### src/rtl/pc_stack_unit.sv
// rtl/pc_stack_unit.sv - program counter and circular hardware return stack
//
// Purpose:
//    Holds the program counter and an 8-level circular return stack. The
//    instruction-cycle sequencer strobes en_pc and en_stack. On en_pc the
//    unit applies the next-PC operation. On en_stack it commits a return
//    address that an earlier CALL latched.
//
// Ports:
//    clock        in   system clock, rising edge
//    reset        in   synchronous active-high reset, beats every strobe
//    en_pc        in   one-cycle PC-update strobe
//    en_stack     in   one-cycle stack-commit strobe
//    pc_op        in   0 NEXT, 1 SKIP, 2 GOTO, 3 CALL, 4 RETURN,
//                      5 PCL_WRITE, 6/7 NEXT
//    k_addr       in   GOTO/CALL literal
//    pclath       in   PCLATH register value
//    pcl_wdata    in   data for PCL_WRITE
//    pc           out  current program counter
//    pcl          out  pc[7:0]
//    stack_depth  out  valid entries, saturating at STACK_DEPTH
//    push_pending out  CALL return address latched, awaiting en_stack
//    stk_ovf      out  pulse: push made while the stack was full
//    stk_unf      out  pulse: pop made while the stack was empty
//    push_lost    out  pulse: pending push discarded by a following en_pc

module pc_stack_unit #(
   parameter int                  PC_WIDTH     = 13,
   parameter int                  STACK_DEPTH  = 8,
   parameter logic [PC_WIDTH-1:0] RESET_VECTOR = '0
) (
   input  logic                clock,
   input  logic                reset,
   input  logic                en_pc,
   input  logic                en_stack,
   input  logic [2:0]          pc_op,
   input  logic [10:0]         k_addr,
   input  logic [4:0]          pclath,
   input  logic [7:0]          pcl_wdata,
   output logic [PC_WIDTH-1:0] pc,
   output logic [7:0]          pcl,
   output logic [3:0]          stack_depth,
   output logic                push_pending,
   output logic                stk_ovf,
   output logic                stk_unf,
   output logic                push_lost
);

   localparam int SPW = $clog2(STACK_DEPTH);

   localparam logic [2:0] OP_NEXT   = 3'd0;
   localparam logic [2:0] OP_SKIP   = 3'd1;
   localparam logic [2:0] OP_GOTO   = 3'd2;
   localparam logic [2:0] OP_CALL   = 3'd3;
   localparam logic [2:0] OP_RETURN = 3'd4;
   localparam logic [2:0] OP_PCLW   = 3'd5;

   localparam logic [3:0] DEPTH_FULL = 4'(STACK_DEPTH);

   // Registered state
   logic [PC_WIDTH-1:0] r_pc;
   logic [PC_WIDTH-1:0] r_ret_addr;
   logic [SPW-1:0]      r_sp;
   logic [3:0]          r_depth;
   logic                r_push_pending;
   logic                r_stk_ovf;
   logic                r_stk_unf;
   logic                r_push_lost;

   // Stack storage is never reset. After a wrap the oldest entry is
   // overwritten, and a pop past empty reads whatever is stored there.
   logic [PC_WIDTH-1:0] r_stack [STACK_DEPTH];

   // Derived values
   logic [PC_WIDTH-1:0] w_pc_inc1;
   logic [PC_WIDTH-1:0] w_pc_inc2;
   logic [PC_WIDTH-1:0] w_goto_target;
   logic [PC_WIDTH-1:0] w_pclw_target;
   logic [SPW-1:0]      w_sp_inc;
   logic [SPW-1:0]      w_sp_dec;
   logic [PC_WIDTH-1:0] w_stack_top;
   logic [PC_WIDTH-1:0] w_pc_next;
   logic                w_arm_push;
   logic                w_pop;
   logic                w_push_commit;

   assign w_pc_inc1     = r_pc + PC_WIDTH'(1);
   assign w_pc_inc2     = r_pc + PC_WIDTH'(2);
   assign w_goto_target = PC_WIDTH'({pclath[4:3], k_addr});
   assign w_pclw_target = PC_WIDTH'({pclath, pcl_wdata});
   assign w_sp_inc      = r_sp + SPW'(1);
   assign w_sp_dec      = r_sp - SPW'(1);

   // The read port is combinational from the registered sp. A RETURN on
   // the cycle right after a push therefore sees the address just written.
   assign w_stack_top   = r_stack[w_sp_dec];

   // en_pc has priority. A push commits only on a lone en_stack while a
   // CALL is pending.
   assign w_push_commit = !reset && !en_pc && en_stack && r_push_pending;

   // Next-PC selection. The result is used only when en_pc is high.
   always_comb begin
      w_pc_next  = w_pc_inc1;
      w_arm_push = 1'b0;
      w_pop      = 1'b0;
      case (pc_op)
         OP_NEXT:   w_pc_next = w_pc_inc1;
         OP_SKIP:   w_pc_next = w_pc_inc2;
         OP_GOTO:   w_pc_next = w_goto_target;
         OP_CALL: begin
            w_pc_next  = w_goto_target;
            w_arm_push = 1'b1;
         end
         OP_RETURN: begin
            w_pc_next = w_stack_top;
            w_pop     = 1'b1;
         end
         OP_PCLW:   w_pc_next = w_pclw_target;
         default:   w_pc_next = w_pc_inc1;
      endcase
   end

   // PC, stack pointer, depth and pulse registers
   always_ff @(posedge clock) begin
      if (reset) begin
         r_pc           <= RESET_VECTOR;
         r_ret_addr     <= '0;
         r_sp           <= '0;
         r_depth        <= '0;
         r_push_pending <= 1'b0;
         r_stk_ovf      <= 1'b0;
         r_stk_unf      <= 1'b0;
         r_push_lost    <= 1'b0;
      end else begin
         r_stk_ovf   <= 1'b0;
         r_stk_unf   <= 1'b0;
         r_push_lost <= 1'b0;

         if (en_pc) begin
            r_pc <= w_pc_next;
            // A still-pending push here means the sequencer dropped its
            // en_stack. Discard the push. A new CALL can re-arm it below.
            r_push_lost    <= r_push_pending;
            r_push_pending <= w_arm_push;
            if (w_arm_push) begin
               r_ret_addr <= w_pc_inc1;
            end
            if (w_pop) begin
               r_sp <= w_sp_dec;
               if (r_depth == 4'd0) begin
                  r_stk_unf <= 1'b1;
               end else begin
                  r_depth <= r_depth - 4'd1;
               end
            end
         end else if (en_stack && r_push_pending) begin
            r_sp           <= w_sp_inc;
            r_push_pending <= 1'b0;
            if (r_depth == DEPTH_FULL) begin
               r_stk_ovf <= 1'b1;
            end else begin
               r_depth <= r_depth + 4'd1;
            end
         end
      end
   end

   // Stack write port
   always_ff @(posedge clock) begin
      if (w_push_commit) begin
         r_stack[r_sp] <= r_ret_addr;
      end
   end

   assign pc           = r_pc;
   assign pcl          = r_pc[7:0];
   assign stack_depth  = r_depth;
   assign push_pending = r_push_pending;
   assign stk_ovf      = r_stk_ovf;
   assign stk_unf      = r_stk_unf;
   assign push_lost    = r_push_lost;

endmodule

### config.mk
export PLATFORM = sky130hd
export DESIGN_NAME = pc_stack_unit
export DESIGN_NICKNAME = d
export VERILOG_FILES = /design/src/rtl/pc_stack_unit.sv
export SDC_FILE = /design/constraint.sdc
export NUM_CORES = 1
export LEC_CHECK = 0
export ABC_AREA = 1
export CORE_UTILIZATION = 58
export DETAILED_ROUTE_END_ITERATION = 8
export GPL_TIMING_DRIVEN = 0
export PLACE_DENSITY = 0.9
export SLEW_MARGIN = 10
export SYNTH_ARGS = -nofsm -noshare
export SYNTH_HDL_FRONTEND = slang
export SYNTH_SLANG_ARGS = --single-unit
### constraint.sdc
create_clock -name clock -period 3.58 [get_ports clock]
set_input_delay 1.074 -clock clock [delete_from_list [all_inputs] [get_ports clock]]
set_output_delay 1.074 -clock clock [all_outputs]
set_load 0.005 [all_outputs]
==> results of run 1 <==
-- cell usage after synthesis (all sizes together) --
master,number,area share (%)
o2bb2ai,1,0.13
dfxtp,37,11
nand3,86,6.5
xor2,4,0.62
a21oi,32,2.4
ha,6,1.1
nand4,7,0.73
a31oi,1,0.091
o211ai,9,0.99
nand3b,2,0.22
nor3b,1,0.11
edfxtp,104,46
fa,1,0.29
or2,1,0.091
o21bai,1,0.11
buf,34,3.5
xnor2,4,0.62
nor3,8,0.75
nor4,1,0.091
a311oi,1,0.13
o21ai,62,4.5
inv,75,4.1
nor2,125,7.6
clkbuf,8,0.44
a22o,1,0.13
nand2,141,8.3
-- power by group through the flow --
stage	clock network (W)	registers [W]	logic, W
floorplan	0	0.00182	0.000237
global placement	0	0.00184	0.000378
detailed placement	0	0.00184	0.000388
CTS	0.00180	0.00180	0.000394
global route	0.00187	0.00181	0.000438
finish	0.00181	0.00181	0.000401
-- metrics by stage --
stage	setup TNS (ns)	power (W)
floorplan	0	0.00206
global placement	-54.37	0.00222
detailed placement	-19.07	0.00223
CTS	0	0.00400
global route	0	0.00411
finish	0	0.00401
-- kinds of logic after synthesis --
family | synth area share, %
simple gates | 24.4
compound gates | 8.55
xor+xnor | 1.24
flops | 56.4
buf+inv | 8.04
fa+ha+maj | 1.39
-- sequential cells by signal, indices dropped and copies added, names as in the netlist --
signal / flops
r_stack: 104
pc: 13
r_ret_addr: 13
stack_depth: 4
r_sp: 3
push_lost: 1
push_pending: 1
stk_ovf: 1
stk_unf: 1
-- layout make-up --
type	count	area (um2)
Sequential cell	141	3860
Multi-Input combinational cell	495	2460
Tap cell	143	179
Timing Repair Buffer	63	636
Inverter	75	282
Clock buffer	17	425
Buffer	42	269
Fill cell	755	3170
Clock inverter	15	180
-- critical path: cells and delay by family --
family	cells	cell delay (ns)
buf+inv	2	0.96
simple gates	4	1.26
-- final timing paths --
path / startpoint / end / cells after the start
max: en_pc / r_stack[1][4]$_DFFE_PP_ / 6
min: push_pending$_SDFFE_PP0P_ / push_lost$_SDFF_PP0_ / 2
max reg2reg: r_sp[0]$_SDFFE_PP0P_ / pc[10]$_SDFFE_PP0P_ / 11
min reg2reg: push_pending$_SDFFE_PP0P_ / push_lost$_SDFF_PP0_ / 2
-- metal layers --
metal | up-vias | GRT usage (%) | wire [um]
li1 | 2676 | - | -
met1 | 2696 | 39.5 | 7110
met2 | 321 | 48.4 | 8630
met3 | 65 | 7.38 | 1790
met4 | 0 | 14.8 | 632
met5 | - | 0 | 0
==> impl_metrics.env, run 1 <==
export IMPL_synth_warnings=0
export IMPL_hold_viol=0
export IMPL_final_nets=873
export IMPL_maxSlewHeadroom_pct=48.0
export IMPL_die_area_um2=12200
export IMPL_syn_area_um2=6850
export IMPL_grt_usage_pct=30.5
export IMPL_numPortBuffers=59
export IMPL_fmax_mhz=308
export IMPL_cts_tree="yes"
export IMPL_pin_count=60
export IMPL_fin_crit_sh_pct=90.8
export IMPL_final_common_cell="nand2_1"
export IMPL_p_comb_share_pct=10.0
export IMPL_path_clk_slew_ns=0.06
export IMPL_synthCells=753
export IMPL_fin_skew_ns=0.00758
export IMPL_stdcell_count=991
export IMPL_postRouteAntennaNets=0
export IMPL_antenna_found_initial=0
export IMPL_ir_drop_mv=0.396
export IMPL_setup_violations=0
export IMPL_drt_iter0_markers=716
export IMPL_rows=39
export IMPL_dpl_instance_area_um2=7680
export IMPL_sw_frac_of_total_pct=25.6
export IMPL_post_cts_buffers=0
export IMPL_wl_per_cell_um=18.3
export IMPL_path_cells="clkdlybuf4s50_1 > inv_2 > nand3_1 > nor2_1 > nand2_1 > nor2_2"
export IMPL_syn_nets=791
export IMPL_cap_viol_max_count=0
export IMPL_core_um2=11500
export IMPL_p_int_w=0.00299
export IMPL_grt_max_degree=17
export IMPL_final_area_um2=8300
export IMPL_powerDensity_nw_per_um2=484
export IMPL_cts_root_buf="clkbuf_16"
export IMPL_clock_latency_ns=0.43
export IMPL_clock_sinks=141
export IMPL_via_per_inst=5.81
export IMPL_cp_end_kind="flip-flop"
export IMPL_syn_avg_cell_area_um2=9.09
export IMPL_fin_crit_ns=3.25
export IMPL_finalCoreUtilization_pct=72.4
export IMPL_clkPwrFrac_pct=45.0
export IMPL_p_seq_share_pct=45.0
export IMPL_ctsResizeCount=1
export IMPL_startpoint_type="primary input"
export IMPL_seq_area_frac_synth_pct=56.4
export IMPL_rsz0062_at_grt="no"
export IMPL_rrSetupSlack_ns=0.92
export IMPL_holdBufCountCts=0
export IMPL_hpwl_um=12400
export IMPL_start_util_pct=59.7
export IMPL_area_growth_pct=21.2
export IMPL_drc=0
export IMPL_max_stage_delay_ns=0.66
export IMPL_hold_slack_ns=0.496
export IMPL_leakagePower_nw=3.24
export IMPL_dpl_cell_count=959
export IMPL_grt_pass1_wl_um=28400
export IMPL_grt_overflow=0
export IMPL_worst_ep_arrival_time_ns=3.30
export IMPL_gp_congestion=0.964
export IMPL_worst_pin_slew_ns=0.779
export IMPL_hp_class="flip-flop to flip-flop"
export IMPL_slew_violations=0
export IMPL_grt_pass1_vias=5545
export IMPL_wl_um=18200
export IMPL_antenna_cells=0
export IMPL_dieHeight_um=111
export IMPL_cp_required_ns=3.63
export IMPL_numCtsBuffers=17
export IMPL_final_cell_mix="nand2_1 (133), nor2_1 (111), edfxtp_1 (104)"
export IMPL_die_x_um=111
export IMPL_post_place_ws_ns=-0.398
export IMPL_setup_slack_ns=0.331
export IMPL_status="finished, final reports clean"
export IMPL_critPathSlowestCell="clkdlybuf4s50_1"
export IMPL_via_count=5758
export IMPL_synth_cell_types=41
export IMPL_path_class="primary input to flip-flop"
export IMPL_switchingPower_w=0.00103
export IMPL_ys_ff_latch=141
export IMPL_cp_max_fo=13
export IMPL_htree_num_levels=4
export IMPL_drive_gt1_share_pct=13.0
export IMPL_dr_pass1_iters=5
export IMPL_ctsLongestPathBuffers=2
No activity file was read; power rests on OpenSTA's default activity.
==> run 2: changes to the inputs <==
--- a/config.mk
+++ b/config.mk
@@ -9,2 +9,3 @@
 export CORE_UTILIZATION = 58
+export CTS_CLUSTER_DIAMETER = 50
 export DETAILED_ROUTE_END_ITERATION = 8
--- a/constraint.sdc
+++ b/constraint.sdc
@@ -3,2 +3,2 @@
 set_output_delay 1.074 -clock clock [all_outputs]
-set_load 0.005 [all_outputs]
+set_load 0.01 [all_outputs]
==> results of run 2 <==
Same layout as run 1 (identical final DEF). Status: finished, final reports clean.
Among the figures that moved: total power 0.00401 W -> 0.00402 W
